$ cat src/rtl/memory_arbiter.sv
// rtl/memory_arbiter.sv - round-robin arbiter serialising icache/dcache line accesses onto one memory port
module memory_arbiter #(
  parameter int ADDRESS_WIDTH = 32,
  parameter int LINE_WIDTH    = 128
) (
  input  logic                     clk,
  input  logic                     reset,
  input  logic                     icache_mem_req,
  input  logic [ADDRESS_WIDTH-1:0] icache_mem_addr,
  output logic [LINE_WIDTH-1:0]    icache_mem_data,
  output logic                     icache_mem_ready,
  input  logic                     dcache_mem_req,
  input  logic                     dcache_mem_op,
  input  logic [ADDRESS_WIDTH-1:0] dcache_mem_addr,
  input  logic [LINE_WIDTH-1:0]    dcache_mem_wdata,
  output logic [LINE_WIDTH-1:0]    dcache_mem_data,
  output logic                     dcache_mem_ready,
  output logic                     mem_req,
  output logic                     mem_op,
  output logic [ADDRESS_WIDTH-1:0] mem_addr,
  output logic [LINE_WIDTH-1:0]    mem_wdata,
  input  logic [LINE_WIDTH-1:0]    mem_rdata,
  input  logic                     mem_ready
);

  typedef enum logic [2:0] {
    IDLE    = 3'd0,
    GRANT_I = 3'd1,
    GRANT_D = 3'd2,
    RESP_I  = 3'd3,
    RESP_D  = 3'd4
  } state_t;

  state_t state, state_next;
  logic   last_grant;  // 1 = dcache won the most recent grant
  logic   pick_d;

  always_ff @(posedge clk) begin
    if (reset) state <= IDLE;
    else       state <= state_next;
  end

  always_comb begin
    state_next = state;
    pick_d     = 1'b0;
    case (state)
      IDLE: begin
        // On a tie the requester that did not win last time goes first.
        pick_d = dcache_mem_req && (!icache_mem_req || !last_grant);
        if (pick_d)              state_next = GRANT_D;
        else if (icache_mem_req) state_next = GRANT_I;
      end
      GRANT_I: if (mem_ready) state_next = RESP_I;
      GRANT_D: if (mem_ready) state_next = RESP_D;
      RESP_I:  state_next = IDLE;
      RESP_D:  state_next = IDLE;
      default: state_next = IDLE;
    endcase
  end

  always_ff @(posedge clk) begin
    if (reset) begin
      last_grant       <= 1'b0;
      mem_req          <= 1'b0;
      mem_op           <= 1'b0;
      mem_addr         <= '0;
      mem_wdata        <= '0;
      icache_mem_ready <= 1'b0;
      dcache_mem_ready <= 1'b0;
      icache_mem_data  <= '0;
      dcache_mem_data  <= '0;
    end else begin
      mem_req          <= (state_next == GRANT_I) || (state_next == GRANT_D);
      icache_mem_ready <= (state_next == RESP_I);
      dcache_mem_ready <= (state_next == RESP_D);

      if (state == IDLE && state_next == GRANT_I) begin
        last_grant <= 1'b0;
        mem_op     <= 1'b0;
        mem_addr   <= icache_mem_addr;
        mem_wdata  <= '0;
      end
      if (state == IDLE && state_next == GRANT_D) begin
        last_grant <= 1'b1;
        mem_op     <= dcache_mem_op;
        mem_addr   <= dcache_mem_addr;
        mem_wdata  <= dcache_mem_wdata;
      end

      if (state == GRANT_I && mem_ready)
        icache_mem_data <= mem_rdata;
      // Write completions leave the dcache read line untouched.
      if (state == GRANT_D && mem_ready && !mem_op)
        dcache_mem_data <= mem_rdata;
    end
  end

endmodule
$ cat config.mk
export PLATFORM = sky130hd
export DESIGN_NAME = memory_arbiter
export DESIGN_NICKNAME = d
export VERILOG_FILES = /design/src/rtl/memory_arbiter.sv
export SDC_FILE = /design/constraint.sdc
export NUM_CORES = 1
export LEC_CHECK = 0
export CAP_MARGIN = 5
export CORE_AREA = 2 2 294 296
export CTS_CLUSTER_SIZE = 20
export DETAILED_ROUTE_END_ITERATION = 6
export DIE_AREA = 0 0 296 298
export GPL_TIMING_DRIVEN = 0
export PLACE_DENSITY = 0.48
export SLEW_MARGIN = 10
export SYNTH_ARGS = -nofsm -noshare
export SYNTH_HDL_FRONTEND = slang
export SYNTH_SLANG_ARGS = --single-unit
export TNS_END_PERCENT = 20
$ cat constraint.sdc
create_clock -name clk -period 2 [get_ports clk]
set_input_delay 0.5 -clock clk [delete_from_list [all_inputs] [get_ports clk]]
set_output_delay 0.5 -clock clk [all_outputs]
set_load 0.05 [all_outputs]
**Yosys cells after proc, flatten, opt, wreduce, memory -nomap -nowiden**

Cells that the tools add are included.

- Flip-flop bits (word level): 424
- Input port bits: 326

- Eq/ne operators: 6
- Mux-type cells: 12
- Reductions and logical operators: 13

Operator list:

| operator | number |
|---|---|
| 128-bit 2-to-1 mux | 2 |
| 32-bit 2-to-1 mux | 2 |
| 3-bit 2-to-1 mux | 4 |
| 3-bit by 2-bit == test with 1-bit output, second input constant | 3 |
| 3-bit case mux with 3 select lines | 1 |
| 3-bit by 1-bit == test with 1-bit output, second input constant | 2 |
| 1-bit logical AND | 6 |
| 3-bit == test, second input constant | 1 |
| 1-bit logical NOT | 3 |
| 3-bit logical NOT | 1 |
| 1-bit 2-to-1 mux | 3 |
| 1-bit logical OR | 2 |
| 2-bit nonzero test | 1 |

**Longest topological paths before layout**

- Depth after elaboration: 9
- Mapped depth: 7
- Depth with buffers taken out: 3

**Worst setup path after synthesis**

OpenSTA, ideal clock, no wires.

- Path kind: flip-flop to flip-flop
- Start point: register mem_op
- End point: register dcache_mem_data[7]
- Library setup time: 0.132 ns
- Arrival: 1.585 ns
- Required time: 1.868 ns
- Slack: 0.282 ns
- Cell stages (with the launch flop): 6
- Cell sequence: dfxtp_1 -> buf_2 -> clkbuf_1 -> clkbuf_1 -> nand3b_1 -> a21oi_1

- Cells in the longest elaborated chain, start to end: 2

RTL lines:

| what | RTL line | text |
|---|---|---|
| from (decl) | 19 | `output logic mem_op,` |
| from (signal assigned) | 85 | `mem_op <= dcache_mem_op;` |
| 1-bit logical NOT | 93 | `if (state == GRANT_D && mem_ready && !mem_op)` |
| 1-bit logical AND | 93 |  |
| to (signal assigned) | 94 | `dcache_mem_data <= mem_rdata;` |
| to (decl) | 16 | `output logic [LINE_WIDTH-1:0] dcache_mem_data,` |

Every way passes these cells.
A chain may end at the register's enable or synchronous reset.

**Worst setup path in the final report**

- Start point: register dcache_mem_data[94]
- End point: output port dcache_mem_data[94]

No word-level cell between the ends.

==> results.json <==
{
  "synth_cells": 1567,
  "hp-start": "icache_mem_data[97]",
  "drt_pass1_iterations": 5,
  "cts.sinks": 424,
  "grt_pass1_wl_um": 110000,
  "met3_usage": 0.0597,
  "ant_nets": 0,
  "criticalPathCategory": "flip-flop to output port",
  "synth_nets": 1893,
  "synth.cell_area_um2": 15200,
  "drcViolationCount": 0,
  "gr-usage-met2": 0.318,
  "grt_pass1_vias": 15600,
  "async_reset_ff_frac": 0,
  "setup_violations": 0,
  "hold_class": "flip-flop to flip-flop",
  "numCtsBuffers": 49,
  "vias_per_cell": 4.24,
  "die_w_um": 296,
  "finalHoldViolCount": 0,
  "die-area_um2": 88200,
  "grt_max_degree": 14,
  "setup.worst_path.start_class": "flip-flop",
  "vias": 15100,
  "cp.arrival_ns": 1.45,
  "grtUsageMet1": 0.175,
  "start_util": 0.179,
  "clk_latency_ns": 0.59,
  "synth-edff-count": 0,
  "postLayoutCoreUtil": 0.301,
  "drive_above_1_share": 0.186,
  "busiest_layer": "met2",
  "die_h_um": 298,
  "crit_required_ns": 1.50,
  "num_io_pins": 746,
  "clock-root-buffer": "clkbuf_16",
  "r2r_start": "state[1]",
  "crit_chain": "dlygate4sd2_1",
  "place_inst": 3455,
  "critical_path.top_delay_family": "buffers and inverters",
  "fin_cells": 3549,
  "peakVddDrop_mv": 0.508,
  "clkTransAtPathRegs_ns": 0.06,
  "yosys.area.top_type": "dfxtp_1",
  "fin_tns_setup_ns": 0,
  "finalPower_w": 0.0233,
  "yosysWarnings": 0,
  "gp_congestion": 0.874,
  "antenna_found_initial": 13,
  "num_rows": 107,
  "pre_cts_ws_ns": -1.24,
  "cts_hold_buf": 0,
  "nFillCells": 8974,
  "htreeDepth": 2,
  "period_minus_slack_ns": 1.95,
  "p_leak_nw": 9.18,
  "seqCellArea_um2": 8490,
  "drt-initial-drc-count": 626,
  "cts_tree": "built",
  "tightest_slew_ns": 0.907,
  "cap_violations": 0,
  "netlist_top_cells_count": "424 x dfxtp_1, 258 x a21oi_1, 258 x nand2_1",
  "post_synth_num_cell_types": 33,
  "fmax_mhz": 512,
  "clk_path_buf_depth": 3,
  "layout_setup_ws_ns": 0.0478,
  "slew_violations": 0,
  "finClkSkew_ns": 0.0184,
  "rsz0062_at_grt": "true",
  "nets": 2688,
  "outcome": "completed",
  "gr-usage-all-layers": 0.171,
  "critPathLaunch": "dcache_mem_data[94]",
  "syn_to_final_growth_pct": 68.8,
  "cp.buffers_inverters": 1,
  "maxSlewHeadroom": 0.395,
  "core-area_um2": 84900,
  "wirelength_um": 79300,
  "finalCritPeriodShare": 0.976,
  "ys_top_cells_by_area": "dfxtp_1 56%, a21oi_1 8.5%, a22o_1 7.5%",
  "io_buffers": 744,
  "critPathMaxFanout": 2,
  "critical_path.endpoint_type": "output port",
  "overflow": 0,
  "ys_seq_elements": 424,
  "slowest_delay_ns": 0.53,
  "power_density_nw_per_um2": 911,
  "cts_setup_buffers": 0,
  "synth_top_cell_area_share": 0.560,
  "multi_input_comb_area_um2": 5790,
  "dpl.hpwl_um": 63800,
  "crit_path_top_delay_cell": "dlygate4sd2_1",
  "synth_most_common_cell": "dfxtp_1",
  "synthFlopType": "dfxtp_1",
  "ys_seq_area_frac": 0.560,
  "syn_area_per_cell_um2": 9.67,
  "wl_per_cell_um": 22.3,
  "cts_resized": 1022
}
report_power, final:
group	switching, W	internal [W]
sequential	0.000305	0.00897
combinational	0.00346	0.00178
clock	0.00379	0.00500
sequential cells by signal, summed over array words and instances, names as in the netlist:
register          flops
mem_wdata           128
mem_op                1
icache_mem_ready      1
icache_mem_data     128
dcache_mem_ready      1
mem_req               1
last_grant            1
dcache_mem_data     128
mem_addr             32
state                 3
path summary, 6_finish.rpt:
path | slack [ns] | to | cells after the start
worst max-delay path | 0.05 | dcache_mem_data[94] | 1
worst min-delay path | 0.45 | icache_mem_data[97] | 2
worst max register to register | 0.14 | icache_mem_data[50] | 6
worst min register to register | 0.45 | icache_mem_data[97] | 2
through the flow:
step	area, um^2	hold slack (ns)
floorplan	15200	0.440
global placement	24000	0.444
detailed placement	24000	0.446
CTS	25800	0.435
global route	25600	0.459
finish	25600	0.451
routing by layer:
metal	part of all wire	vias to the layer above
li1	-	7148
met3	0.087	121
met5	0.00032	-
met2	0.51	593
met4	0.038	4
met1	0.36	7195
area by class of cell:
type	instances	area share
Clock inverter	14	0.00489
Clock buffer	71	0.0551
Tap cell	1144	0.0559
Antenna cell	9	0.000880
Sequential cell	424	0.332
Timing Repair Buffer	744	0.290
Multi-Input combinational cell	988	0.226
Buffer	155	0.0357
cell usage in the layout, fill, tap and decap left out, drive strengths merged, types with 32 or more instances in the layout:
master / netlist / routed
o21ai: 128 / 128
clkbuf: 90 / 222
o2bb2ai: 32 / 32
buf: 65 / 65
dfxtp: 424 / 424
a21oi: 259 / 259
a22o: 129 / 129
clkdlybuf4s15: 0 / 340
clkdlybuf4s50: 0 / 324
nand2: 258 / 258
mux2i: 32 / 32
nand3b: 128 / 128
cell families (layout without fill, tap and decap cells):
group | Yosys count | count (layout) | share of synthesized area
AO/OA/AOI/OAI | 552 | 552 | 0.224
buffers and inverters | 155 | 984 | 0.0579
flip-flops | 424 | 424 | 0.560
multiplexers | 32 | 32 | 0.0211
other | 0 | 9 | 0
AND/OR/NAND/NOR | 404 | 404 | 0.137
Note: power is estimated with default switching activity, not from simulation.
